--- src/rtl/cmd_feeder_if.sv ---
// -----------------------------------------------------------------------------
// cmd_feeder_if
//   Bundles the two buses around the command feeder.
//   - Host command stream: cmd_addr_i/cmd_data_i/cmd_last_i/cmd_valid_i in,
//     cmd_ready_o out. An entry transfers when valid & ready.
//   - Core register port: acc_address_o/acc_writedata_o/acc_write_o out to the
//     core's Avalon slave, acc_irq_i back from the core's interrupt.
//   Modports:
//     slave  - the feeder itself (consumes commands, drives the core bus).
//     master - the surroundings (host driving commands, core raising irq).
// -----------------------------------------------------------------------------
interface cmd_feeder_if;
  logic [4:0]  cmd_addr_i;
  logic [31:0] cmd_data_i;
  logic        cmd_last_i;
  logic        cmd_valid_i;
  logic        cmd_ready_o;
  logic [4:0]  acc_address_o;
  logic [31:0] acc_writedata_o;
  logic        acc_write_o;
  logic        acc_irq_i;

  modport slave (
    input  cmd_addr_i, cmd_data_i, cmd_last_i, cmd_valid_i, acc_irq_i,
    output cmd_ready_o, acc_address_o, acc_writedata_o, acc_write_o
  );

  modport master (
    output cmd_addr_i, cmd_data_i, cmd_last_i, cmd_valid_i, acc_irq_i,
    input  cmd_ready_o, acc_address_o, acc_writedata_o, acc_write_o
  );
endinterface

--- src/rtl/cmd_feeder.sv ---
// -----------------------------------------------------------------------------
// cmd_feeder
//   Upstream command sequencer for the convolution core's register slave.
//   Host entries (address, data, last) are queued in a FIFO and replayed as
//   single-cycle register writes. After the entry flagged last (the
//   instruction write) the feeder waits for the core's completion interrupt
//   (rising edge) before issuing anything else, so only one command is ever
//   outstanding at the core.
//
// Ports:
//   clock, reset_n  - clock and asynchronous active-low reset
//   bus             - cmd_feeder_if.slave: command stream in, core bus out
//   busy_o          - high unless idle with an empty FIFO
//   done_count_o    - completed commands (wraps)
//   timeout_o       - sticky: the core did not answer within TIMEOUT_CYCLES
//   clear_i         - synchronous clear: flush FIFO, drop timeout, redo config
//   fifo_level_o    - current FIFO occupancy
// -----------------------------------------------------------------------------
module cmd_feeder #(
  parameter int unsigned FIFO_DEPTH     = 16,
  parameter int unsigned TIMEOUT_CYCLES = 1048576,
  parameter logic [4:0]  CONF_ADDR      = 5'h11,
  parameter logic [31:0] CONF_VALUE     = 32'h1
) (
  input  logic                          clock,
  input  logic                          reset_n,
  cmd_feeder_if.slave                   bus,
  output logic                          busy_o,
  output logic [15:0]                   done_count_o,
  output logic                          timeout_o,
  input  logic                          clear_i,
  output logic [$clog2(FIFO_DEPTH):0]   fifo_level_o
);

  localparam int          PTR_W   = $clog2(FIFO_DEPTH);
  localparam int          LVL_W   = PTR_W + 1;
  localparam bit          TO_EN   = (TIMEOUT_CYCLES != 0);
  localparam logic [31:0] TO_LAST = 32'(TIMEOUT_CYCLES - 1);

  typedef struct packed {
    logic [4:0]  addr;
    logic [31:0] data;
    logic        last;
  } entry_t;

  typedef enum logic [2:0] {
    S_INIT,
    S_IDLE,
    S_ISSUE,
    S_WAIT_DONE,
    S_HALT
  } state_t;

  state_t            r_state;
  state_t            w_state_next;

  entry_t            r_mem [0:FIFO_DEPTH-1];
  logic [PTR_W-1:0]  r_wr_ptr;
  logic [PTR_W-1:0]  r_rd_ptr;
  logic [LVL_W-1:0]  r_level;
  entry_t            w_head;
  logic              w_empty;
  logic              w_ready;
  logic              w_push;

  logic              r_acc_write;
  logic [4:0]        r_acc_addr;
  logic [31:0]       r_acc_data;
  logic              r_cur_last;
  logic              r_irq_q;
  logic              w_irq_edge;
  logic [31:0]       r_timer;
  logic [15:0]       r_done_count;
  logic              r_timeout;

  logic              w_pop;
  logic              w_issue;
  logic              w_init_wr;
  logic              w_done;
  logic              w_to_set;

  // ---------------------------------------------------------------------------
  // FIFO
  // ---------------------------------------------------------------------------
  assign w_head  = r_mem[r_rd_ptr];
  assign w_empty = (r_level == '0);
  assign w_ready = (r_level < LVL_W'(FIFO_DEPTH)) && (r_state != S_INIT);
  // A push coinciding with clear_i is dropped along with the rest of the FIFO.
  assign w_push  = bus.cmd_valid_i && w_ready && !clear_i;

  // NOTE: state registers use non-blocking assignments so every flop samples
  // pre-edge values; blocking here would create order-dependent simulation.
  always_ff @(posedge clock or negedge reset_n) begin
    if (!reset_n) begin
      r_wr_ptr <= '0;
      r_rd_ptr <= '0;
      r_level  <= '0;
    end else if (clear_i) begin
      r_wr_ptr <= '0;
      r_rd_ptr <= '0;
      r_level  <= '0;
    end else begin
      if (w_push) r_wr_ptr <= r_wr_ptr + PTR_W'(1);
      if (w_pop)  r_rd_ptr <= r_rd_ptr + PTR_W'(1);
      case ({w_push, w_pop})
        2'b10:   r_level <= r_level + LVL_W'(1);
        2'b01:   r_level <= r_level - LVL_W'(1);
        default: r_level <= r_level;
      endcase
    end
  end

  // NOTE: the storage array has no reset; pointers and level define which
  // entries are valid, so clearing the data would only cost flops and routing.
  always_ff @(posedge clock) begin
    if (w_push) r_mem[r_wr_ptr] <= '{addr: bus.cmd_addr_i, data: bus.cmd_data_i,
                                     last: bus.cmd_last_i};
  end

  // ---------------------------------------------------------------------------
  // Interrupt edge detect: a level irq counts once per rising edge
  // ---------------------------------------------------------------------------
  assign w_irq_edge = bus.acc_irq_i && !r_irq_q;

  // ---------------------------------------------------------------------------
  // FSM
  // ---------------------------------------------------------------------------
  always_ff @(posedge clock or negedge reset_n) begin
    if (!reset_n) r_state <= S_INIT;
    else          r_state <= w_state_next;
  end

  // NOTE: every output of this block gets a default before the case, so no
  // path leaves a signal unassigned and no latch is inferred.
  always_comb begin
    w_state_next = r_state;
    w_pop        = 1'b0;
    w_issue      = 1'b0;
    w_init_wr    = 1'b0;
    w_done       = 1'b0;
    w_to_set     = 1'b0;
    case (r_state)
      S_INIT: begin
        w_init_wr    = 1'b1;
        w_state_next = S_IDLE;
      end
      S_IDLE: begin
        if (!w_empty) begin
          w_pop        = 1'b1;
          w_issue      = 1'b1;
          w_state_next = S_ISSUE;
        end
      end
      S_ISSUE: begin
        // The write of the entry popped last cycle is on the bus now.
        if (r_cur_last) begin
          w_state_next = S_WAIT_DONE;
        end else if (!w_empty) begin
          w_pop   = 1'b1;
          w_issue = 1'b1;
        end else begin
          w_state_next = S_IDLE;
        end
      end
      S_WAIT_DONE: begin
        // Completion wins over a timeout expiring in the same cycle.
        if (w_irq_edge) begin
          w_done       = 1'b1;
          w_state_next = S_IDLE;
        end else if (TO_EN && (r_timer == TO_LAST)) begin
          w_to_set     = 1'b1;
          w_state_next = S_HALT;
        end
      end
      S_HALT:  w_state_next = S_HALT;
      default: w_state_next = S_INIT;
    endcase
    if (clear_i) begin
      w_state_next = S_INIT;
      w_pop        = 1'b0;
      w_issue      = 1'b0;
      w_init_wr    = 1'b0;
      w_done       = 1'b0;
      w_to_set     = 1'b0;
    end
  end

  // ---------------------------------------------------------------------------
  // Registered core bus, status and counters
  // ---------------------------------------------------------------------------
  always_ff @(posedge clock or negedge reset_n) begin
    if (!reset_n) begin
      r_acc_write  <= 1'b0;
      r_acc_addr   <= '0;
      r_acc_data   <= '0;
      r_cur_last   <= 1'b0;
      r_irq_q      <= 1'b0;
      r_timer      <= '0;
      r_done_count <= '0;
      r_timeout    <= 1'b0;
    end else begin
      r_acc_write <= w_issue || w_init_wr;
      if (w_init_wr) begin
        r_acc_addr <= CONF_ADDR;
        r_acc_data <= CONF_VALUE;
      end else if (w_issue) begin
        r_acc_addr <= w_head.addr;
        r_acc_data <= w_head.data;
        r_cur_last <= w_head.last;
      end
      r_irq_q <= bus.acc_irq_i;
      // Counts only while waiting; any other state holds it at zero, which
      // also clears it on entry to WAIT_DONE.
      r_timer <= (r_state == S_WAIT_DONE) ? r_timer + 32'd1 : 32'd0;
      if (w_done) r_done_count <= r_done_count + 16'd1;
      if (clear_i)       r_timeout <= 1'b0;
      else if (w_to_set) r_timeout <= 1'b1;
    end
  end

  assign bus.cmd_ready_o     = w_ready;
  assign bus.acc_write_o     = r_acc_write;
  assign bus.acc_address_o   = r_acc_addr;
  assign bus.acc_writedata_o = r_acc_data;
  assign busy_o              = !((r_state == S_IDLE) && w_empty);
  assign done_count_o        = r_done_count;
  assign timeout_o           = r_timeout;
  assign fifo_level_o        = r_level;

endmodule

--- src/flat_wrapper.sv ---
// flat-port wrapper written by rule: the top's interface ports become plain ports
module cmd_feeder_flat 
#(
  parameter int unsigned FIFO_DEPTH     = 16,
  parameter int unsigned TIMEOUT_CYCLES = 1048576,
  parameter logic [4:0]  CONF_ADDR      = 5'h11,
  parameter logic [31:0] CONF_VALUE     = 32'h1
)
  (clock, reset_n, busy_o, done_count_o, timeout_o, clear_i, fifo_level_o, bus_cmd_addr_i, bus_cmd_data_i, bus_cmd_last_i, bus_cmd_valid_i, bus_acc_irq_i, bus_cmd_ready_o, bus_acc_address_o, bus_acc_writedata_o, bus_acc_write_o);
  cmd_feeder_if bus_i ();
  input  logic clock;
  input  logic reset_n;
  output logic busy_o;
  output logic [15:0] done_count_o;
  output logic timeout_o;
  input  logic clear_i;
  output logic [$clog2(FIFO_DEPTH):0] fifo_level_o;
  input wire logic [$bits(bus_i.cmd_addr_i)-1:0] bus_cmd_addr_i;
  input wire logic [$bits(bus_i.cmd_data_i)-1:0] bus_cmd_data_i;
  input wire logic [$bits(bus_i.cmd_last_i)-1:0] bus_cmd_last_i;
  input wire logic [$bits(bus_i.cmd_valid_i)-1:0] bus_cmd_valid_i;
  input wire logic [$bits(bus_i.acc_irq_i)-1:0] bus_acc_irq_i;
  output wire logic [$bits(bus_i.cmd_ready_o)-1:0] bus_cmd_ready_o;
  output wire logic [$bits(bus_i.acc_address_o)-1:0] bus_acc_address_o;
  output wire logic [$bits(bus_i.acc_writedata_o)-1:0] bus_acc_writedata_o;
  output wire logic [$bits(bus_i.acc_write_o)-1:0] bus_acc_write_o;
  assign bus_i.cmd_addr_i = bus_cmd_addr_i;
  assign bus_i.cmd_data_i = bus_cmd_data_i;
  assign bus_i.cmd_last_i = bus_cmd_last_i;
  assign bus_i.cmd_valid_i = bus_cmd_valid_i;
  assign bus_i.acc_irq_i = bus_acc_irq_i;
  assign bus_cmd_ready_o = bus_i.cmd_ready_o;
  assign bus_acc_address_o = bus_i.acc_address_o;
  assign bus_acc_writedata_o = bus_i.acc_writedata_o;
  assign bus_acc_write_o = bus_i.acc_write_o;
  cmd_feeder #(.FIFO_DEPTH(FIFO_DEPTH), .TIMEOUT_CYCLES(TIMEOUT_CYCLES), .CONF_ADDR(CONF_ADDR), .CONF_VALUE(CONF_VALUE)) u_core (.clock(clock), .reset_n(reset_n), .bus(bus_i), .busy_o(busy_o), .done_count_o(done_count_o), .timeout_o(timeout_o), .clear_i(clear_i), .fifo_level_o(fifo_level_o));
endmodule
--- config.mk ---
export PLATFORM = sky130hd
export DESIGN_NAME = cmd_feeder_flat
export DESIGN_NICKNAME = d
export VERILOG_FILES = /design/src/rtl/cmd_feeder_if.sv /design/src/rtl/cmd_feeder.sv /design/src/flat_wrapper.sv
export SDC_FILE = /design/constraint.sdc
export NUM_CORES = 1
export LEC_CHECK = 0
export CAP_MARGIN = 10
export CORE_MARGIN = 3
export CORE_UTILIZATION = 55
export CTS_CLUSTER_DIAMETER = 50
export DETAILED_ROUTE_END_ITERATION = 8
export HOLD_SLACK_MARGIN = 0.03
export PLACE_DENSITY_LB_ADDON = 0.2
export SLEW_MARGIN = 40
export SYNTH_ARGS = -nofsm -noshare
export SYNTH_HDL_FRONTEND = slang
export SYNTH_SLANG_ARGS = --single-unit
--- constraint.sdc ---
create_clock -name clock -period 11.65 [get_ports clock]
set_input_delay 1.7475 -clock clock [delete_from_list [all_inputs] [get_ports clock]]
set_output_delay 1.7475 -clock clock [all_outputs]
set_load 0.01 [all_outputs]
==> flow_summary.ini, run 1 <==
[cts]
numCtsBuffers = 76
clock_latency_ps = 620
clk_pin_slew_ps = 50
cts_max_level = 3
post_cts_resized = 0
post_cts_buffers = 0
cts.sinks = 713
cts_tree = done
clk_path_buf_depth = 3
clockRootBuffer = clkbuf_16
ctsHoldBuffers = 0

[worst_setup_path]
crit_fanout = 7
timing.rr.end = u_core.r_mem[11][12]
path_cells = or4_4 > nor2_2 > nand4b_1 > clkdlybuf4s50_1
slowest_stage = or4_4
rr_worst_depth = 5
worstPathArrival_ps = 2510
critPathKind = reg -> out
startpoint_type = register
cp-end-kind = primary output
ff2ff_setup_slack_ps = 8490
r2r-start = u_core.fifo_level_o[4]
required_ps = 9900
critical_path.max_stage_delay_ps = 580

[finish]
final_cells = 2279
fin_area_mm2 = 0.0323
drive_gt1_frac = 0.205
num_antenna_cells = 0
syn_to_final_growth_pct = 16.2
final_nets = 1603

[logic_synthesis]
synth_cell_types = 59
yosysSeqAreaShare = 0.750
synth_top_area_frac = 0.656
netlist_area_mm2 = 0.0278
synthMuxAreaShare = 0.144
synth_area_leader_cell = edfxtp_1
synthesis.nets = 1458
synthFlopType = edfxtp_1
synth_xor_xnor_area_share = 0.0145
ys_ff_latch = 713
synth_fa_ha_area_frac = 0.00404
synth-compound-area-share = 0.0360
synth_top_family_by_area = multiplexers
synth_warnings = 0
ys_async_sr_fraction = 0.147
syn_inst = 1406
synth-simple-area-share = 0.0353
synth_edf_count = 608
ys_top_cells_by_area = edfxtp_1, mux4_2, dfrtp_1
avgSynthCellArea_um2 = 19.8

[drt]
drtIter0Drc = 1225
num_vias = 13933
via_per_inst = 6.11
wire_per_inst_um = 25.5
final_antenna_net_count = 0
first_pass_iters = 5
drc = 0
drt-total-wl_um = 58200

[job]
drv_cap = 0

[floorplanning]
initial_core_util = 0.563
rows = 81
ios = 105
fp.dieW_um = 231
coreArea_mm2 = 0.0495
die_area_mm2 = 0.0534
die_h_um = 231

[sta]
period_share = 0.366
drv_slew = 0
tightest_slew_ps = 829
fmax_ghz = 0.235
rsz0062_at_grt = no
final-hold-violation-count = 0
setup_viol = 0
tns_ps = 0
finalClockSkew_ps = 36.2
slew_headroom = 0.446
period_needed_ps = 4260

[outcome]
status = finished clean

[worst_hold_path]
min_to = u_core.done_count_o[15]
worstHoldStart = u_core.done_count_o[15]
hold_depth = 1
hold_class = reg -> reg

[power]
power.leakage_nw = 10.6
powerDensity_mw_per_mm2 = 203
vdd_drop_max_uv = 141

[global_route]
grt_max_degree = 101
grt.total_usage = 0.224
antenna_found_initial = 0
grt_pass1_vias = 14332
grt_overflow_total = 0
grt_pass1_wl_um = 89200

[placed_design]
dp_hpwl_um = 31600
post-place-cells = 2134
gp_congestion = 0.811
io_buffers = 104
dpl_cell_area_mm2 = 0.0297
per-stage QoR:
stage / hold WS (ps) / util / setup slack, ps / power [mW]
2_1_floorplan: 455 / - / 6130 / 3.79
3_3_place_gp: 460 / 0.601 / 6410 / 4.17
3_5_place_dp: 463 / 0.601 / 6370 / 4.19
4_1_cts: 474 / 0.652 / 7020 / 6.62
5_1_grt: 491 / 0.654 / 7260 / 6.81
6_report: 475 / 0.654 / 7390 / 6.56
layout make-up:
class                           instances  area (um2)
Clock inverter                         34         390
Fill cell                            3357       17100
Clock buffer                          108        2160
Sequential cell                       713       20900
Tap cell                              664         831
Inverter                               31         116
Multi-Input combinational cell        594        6630
Timing Repair Buffer                  135        1330
critical path, delay by kind of cell, from the launching register on:
kind / cells / cell delay (ps)
flip-flops: 1 / 450
AND/OR/NAND/NOR: 3 / 960
buffers and inverters: 1 / 510
flip-flops by register name (all words and copies together) (netlist names):
register	cells
u_core.r_wr_ptr	4
u_core.r_timer	32
u_core.done_count_o	16
u_core.r_cur_last	1
u_core.r_rd_ptr	4
u_core.timeout_o	1
u_core.bus.acc_write_o	1
u_core.r_state	3
u_core.r_irq_q	1
u_core.r_mem	608
u_core.bus.acc_address_o	5
u_core.bus.acc_writedata_o	32
u_core.fifo_level_o	5
where the power goes:
group | leakage (nW) | total (mW) | internal [mW] | switching [mW]
clock network | 1.24 | 2.43 | 1.45 | 0.972
logic | 2.43 | 1.16 | 0.601 | 0.554
registers | 6.89 | 2.98 | 2.89 | 0.0939
synth_stat cells (all sizes together), types with 2 or more instances:
master	number
a21o	13
a21oi	25
a221oi	26
a22oi	13
and2	3
and3	10
and3b	2
and4	4
buf	41
clkbuf	27
clkinv	21
dfrtp	105
edfxtp	608
ha	9
inv	10
mux2	3
mux2i	56
mux4	151
nand2	29
nand2b	8
nand3	21
nand3b	2
nand4	12
nor2	58
nor2b	4
nor3	14
nor3b	3
nor4	5
o211ai	2
o21ai	25
o22a	3
o22ai	2
o2bb2ai	22
o31ai	3
o41ai	2
or2	2
or3	7
or4	4
xnor2	20
xor2	24
logic make-up (layout without fill, tap and decap cells):
group | count (synthesis) | count (layout)
flops | 713 | 713
mux | 210 | 210
simple gates | 191 | 191
compound gates | 140 | 140
buf+inv | 99 | 308
xor+xnor | 44 | 44
fa+ha+maj | 9 | 9
routing by layer:
layer	GRT usage	up-vias	share of wire
met4	0.0604	0	0.024
met3	0.0397	102	0.051
met2	0.358	411	0.49
met1	0.324	7402	0.44
li1	-	6018	-
met5	0	-	0
placed cells by master (no fill, tap or decap), drive strengths merged, types with 25 or more instances in the layout:
cell type and count:
a21oi 25, a221oi 26, buf 33, clkbuf 108, clkdlybuf4s50 102, clkinv 42
dfrtp 105, edfxtp 608, mux2i 56, mux4 151, nand2 29, nor2 58
o21ai 25
worst max path at each step:
stage,depth (start not counted),from,endpoint
after floorplan,4,clear_i,u_core.r_mem[0][0]
after global placement,5,clear_i,u_core.r_mem[11][4]
after detailed placement,5,clear_i,u_core.r_mem[10][10]
after CTS,5,clear_i,u_core.r_mem[10][11]
after global routing,4,u_core.fifo_level_o[1],busy_o
final,4,u_core.fifo_level_o[1],busy_o
No activity file was read; power rests on OpenSTA's default activity.
==> run 2, diff against run 1 <==
- clock period: 11.65 -> 4 ns (I/O delays scaled with it)
==> run 2 against run 1 <==
Highest routed layer unchanged; clock power rose to 2.8 times the previous value; worst hold slack better by 2.1 ps; final cell count up 0.97%.
==> flow_summary.ini, run 2 (synthesis results as in run 1) <==
[floorplanning]
die_area_mm2 = 0.0534
die_h_um = 231
rows = 81
initial_core_util = 0.563
ios = 105
fp.dieW_um = 231
coreArea_mm2 = 0.0495

[sta]
fmax_ghz = 0.321
period_needed_ps = 3120
period_share = 0.780
tightest_slew_ps = 773
final-hold-violation-count = 0
slew_headroom = 0.485
finalClockSkew_ps = 27.0
rsz0062_at_grt = no
tns_ps = 0
setup_viol = 0
drv_slew = 0

[cts]
clockRootBuffer = clkbuf_16
clk_path_buf_depth = 3
numCtsBuffers = 75
clock_latency_ps = 610
cts_tree = done
post_cts_resized = 0
cts.sinks = 713
cts_max_level = 3
clk_pin_slew_ps = 60

[drt]
drt-total-wl_um = 58300
via_per_inst = 6.11
final_antenna_net_count = 0
num_vias = 14048
drtIter0Drc = 1346
drc = 0
first_pass_iters = 5
wire_per_inst_um = 25.3

[worst_setup_path]
critical_path.max_stage_delay_ps = 580
critPathKind = reg -> out
crit_fanout = 7
cp-end-kind = primary output
worstPathArrival_ps = 2520
r2r-start = u_core.fifo_level_o[1]
ff2ff_setup_slack_ps = 1050
slowest_stage = or4_4
rr_worst_depth = 9
path_cells = or4_4 > nor2_2 > nand4b_1 > clkdlybuf4s50_1
timing.rr.end = u_core.fifo_level_o[4]
required_ps = 3400
startpoint_type = register

[finish]
regMostFlops = u_core.r_mem
layout_commonest_cell = edfxtp_1
layout_common_cells = edfxtp_1, mux4_2, clkdlybuf4s50_1
largest_reg_flops = 608
syn_to_final_growth_pct = 16.8
final_nets = 1627
final_core_util = 0.657
num_antenna_cells = 0
drive_gt1_frac = 0.218

[power]
vdd_drop_max_uv = 377
clkPwrFrac = 0.363
p_int_mw = 14.3
switching_share = 0.249
powerDensity_mw_per_mm2 = 585
p_switching_mw = 4.73
p_comb_frac = 0.180
power.leakage_nw = 10.7
seqPwrFrac = 0.457
total_power_mw = 19.0

[outcome]
status = finished clean

[global_route]
grt_pass1_vias = 14897
grt.total_usage = 0.226
grt_overflow_total = 0
grt_max_degree = 71
antenna_found_initial = 0
grt_pass1_wl_um = 90700

[worst_hold_path]
worstHoldStart = u_core.bus.acc_writedata_o[23]
min_to = u_core.bus.acc_writedata_o[23]
hold_depth = 1
hold_class = reg -> reg

[placed_design]
dp_hpwl_um = 34800
gp_congestion = 0.775
io_buffers = 104

[job]
drv_cap = 0
run 2: cell type report:
cell class,instances,area (um2)
tap,664,831
inverter,31,116
fill,3348,16900
sequential,713,20900
multi-input combinational,594,6640
clock inverter,39,415
clock buffer,100,2080
timing repair buffer,160,1540
run 2: power groups by stage:
| stage | Sequential (mW) | Clock (mW) | Combinational (mW) |
|---|---|---|---|
| after CTS | 8.69 | 7.05 | 3.49 |
| after detailed placement | 8.84 | 0 | 3.47 |
| final | 8.68 | 6.91 | 3.42 |
| after global placement | 8.82 | 0 | 3.43 |
| after floorplan | 8.81 | 0 | 2.22 |
| after global routing | 8.73 | 7.37 | 3.68 |
run 2: layer usage:
layer | vias up | wire [um] | GRT usage
li1 | 6070 | - | -
met1 | 7388 | 24100 | 0.314
met2 | 491 | 28900 | 0.370
met3 | 99 | 3920 | 0.0473
met4 | 0 | 1400 | 0.0641
met5 | - | 0 | 0
run 2: through the flow:
step / std cells / setup slack, ps / cell area (um2) / hold WS [ps]
floorplan: 1406 / -370 / 27900 / 304
global placement: 2161 / 628 / 30000 / 460
detailed placement: 2161 / 574 / 30000 / 468
CTS: 2301 / 856 / 32500 / 477
global route: 2301 / 791 / 32500 / 490
finish: 2301 / 881 / 32500 / 477
run 2: how the worst max path moves through the flow:
stage / startpoint / to / slack [ps] / depth (start not counted)
floorplan: clear_i / u_core.r_mem[1][0] / -370 / 4
global placement: clear_i / u_core.r_mem[8][9] / 630 / 6
detailed placement: clear_i / u_core.r_mem[8][3] / 570 / 6
CTS: u_core.fifo_level_o[1] / busy_o / 860 / 4
global route: u_core.fifo_level_o[1] / busy_o / 790 / 4
finish: u_core.fifo_level_o[1] / busy_o / 880 / 4
run 2: timing repair:
item                                    CTS  global route
endpoints found under the setup margin    0             0
setup buffers                             0             0
endpoints found under the hold margin    26             0
hold buffers                              1             0
run 2: critical path, delay by kind of cell, from the launching register on:
| family | cells | cell delay [ps] |
|---|---|---|
| and+or+nand+nor | 3 | 940 |
| buffers and inverters | 1 | 520 |
| DFF | 1 | 460 |
==> run 3, diff against run 2 <==
- clock period: 4 -> 2.6 ns (I/O delays scaled with it)
==> run 3 against run 2 <==
Global-route usage grew 0.55 points; largest power group unchanged; sequential power grew 53%; worst hold slack worse by 250 ps; largest cell class unchanged; critical path type is now reg -> reg; clock skew shrank 9.7 ps; first-iteration DRC count shrank 12%; via count is 1.7% higher; highest routed layer is now met5.
==> flow_summary.ini, run 3 (synthesis results as in run 1) <==
[placed_design]
gp_congestion = 0.805
post-place-ws_ps = -178
dp_hpwl_um = 36000
post-place-cells = 2205
dpl_cell_area_mm2 = 0.0308
io_buffers = 104

[sta]
slew_headroom = 0.489
final-hold-violation-count = 0
tightest_slew_ps = 760
period_needed_ps = 2580
setup_viol = 0
tns_ps = 0
drv_slew = 0
period_share = 0.991
fmax_ghz = 0.388
layout_setup_ws_ps = 22.5
rsz0062_at_grt = yes
finalClockSkew_ps = 17.3

[global_route]
grt_pass1_vias = 14712
grt_overflow_total = 0
grt_pass1_wl_um = 92000
grt_max_degree = 68
antenna_found_initial = 2
grt.total_usage = 0.232

[power]
power.leakage_nw = 11.0
vdd_drop_max_uv = 709
p_comb_frac = 0.194
seqPwrFrac = 0.446
switching_share = 0.244
powerDensity_mw_per_mm2 = 894
p_switching_mw = 7.25
clkPwrFrac = 0.360
p_int_mw = 22.5

[cts]
cts_max_level = 3
cts.sinks = 713
clk_pin_slew_ps = 60
cts_tree = done
clock_latency_ps = 600
clk_path_buf_depth = 3
numCtsBuffers = 75
post_cts_buffers = 0
clockRootBuffer = clkbuf_16

[finish]
largest_reg_flops = 608
final_nets = 1671
num_antenna_cells = 0
fin_area_mm2 = 0.0333
syn_to_final_growth_pct = 19.5
drive_gt1_frac = 0.237
multi_input_area_mm2 = 0.00666
final_core_util = 0.672
layout_commonest_cell = edfxtp_1
layout_common_cells = edfxtp_1, mux4_2, clkdlybuf4s50_1
register_area_mm2 = 0.0209
regMostFlops = u_core.r_mem
num-fill-cells = 3284
final_cells = 2341

[drt]
drt-total-wl_um = 60100
drc = 0
via_per_inst = 6.10
num_vias = 14289
wire_per_inst_um = 25.7
drtIter0Drc = 1179
final_antenna_net_count = 0
first_pass_iters = 5

[floorplanning]
die_area_mm2 = 0.0534
ios = 105
coreArea_mm2 = 0.0495
die_h_um = 231
initial_core_util = 0.563
rows = 81
fp.dieW_um = 231

[outcome]
status = finished clean

[worst_hold_path]
hold_class = in -> async

[worst_setup_path]
critPathKind = reg -> reg
cp-end-kind = register
worstPathArrival_ps = 3060
rr_worst_depth = 9
required_ps = 3080
crit_fanout = 2
startpoint_type = register

[job]
drv_cap = 0
run 3: cell types whose count changed in the layout (fill, tap and decap cells not counted), moves of 3 or more:
cell	delta
bufinv_16	+3
buf_12	+32
clkbuf_8	-6
clkbuf_16	+3
buf_4	+13
clkinv_8	-3
nor3_2	-3
inv_6	-3
run 3: power by group through the flow:
| stage | Combinational, mW | Sequential [mW] | Clock, mW |
|---|---|---|---|
| floorplan | 3.45 | 13.6 | 0 |
| global placement | 5.77 | 13.4 | 0 |
| detailed placement | 5.83 | 13.5 | 0 |
| CTS | 5.86 | 13.3 | 11.0 |
| global route | 6.18 | 13.3 | 11.4 |
| finish | 5.76 | 13.3 | 10.7 |
run 3: through the flow:
stage	hold WS, ps	total power, mW
2_1_floorplan	94.4	17.0
3_3_place_gp	301	19.2
3_5_place_dp	300	19.3
4_1_cts	193	30.1
5_1_grt	223	30.9
6_report	232	29.7
run 3: worst paths after layout:
path / slack, ps / from / end
worst max register to register: 20 / u_core.fifo_level_o[2] / u_core.fifo_level_o[4]
min in group clock: 320 / bus_acc_irq_i / u_core.r_irq_q
worst max-delay path: 20 / u_core.fifo_level_o[2] / u_core.fifo_level_o[4]
max in group asynchronous: 1640 / reset_n / u_core.bus.acc_writedata_o[11]
worst min register to register: 470 / u_core.done_count_o[15] / u_core.done_count_o[15]
worst min-delay path: 230 / reset_n / u_core.bus.acc_writedata_o[12]
run 3: routing by layer:
| layer | wire (um) | part of all wire | vias to the layer above | GRT usage |
|---|---|---|---|---|
| met2 | 29600 | 0.49 | 491 | 0.373 |
| met1 | 25300 | 0.42 | 7551 | 0.331 |
| met4 | 1300 | 0.022 | 2 | 0.0637 |
| li1 | - | - | 6147 | - |
| met5 | 13 | 0.00022 | - | 0 |
| met3 | 3880 | 0.065 | 98 | 0.0448 |
run 3: layout make-up:
| class | instances | area share |
|---|---|---|
| inverter | 31 | 0.00350 |
| tap | 664 | 0.0250 |
| multi-input combinational | 594 | 0.200 |
| clock buffer | 99 | 0.0626 |
| clock inverter | 36 | 0.0123 |
| sequential | 713 | 0.628 |
| timing repair buffer | 204 | 0.0680 |
run 3: what timing repair did:
item | CTS | global route
setup endpoints to repair | 2 | 1
gates cloned | 0 | 0
gates resized for setup | 5 | 1
pin swaps | 3 | 0
endpoints found under the hold margin | 15 | 0
hold buffers | 1 | 0
run 3: critical path, stage by stage, from the launching register on:
cell and delay, ps:
dfrtp_1 370, or4_4 560, nor2_4 110, nor2_2 50, xor2_1 160, ha_2 190, o21ai_2 100, or4b_4 460
a21oi_2 160, mux2_4 300
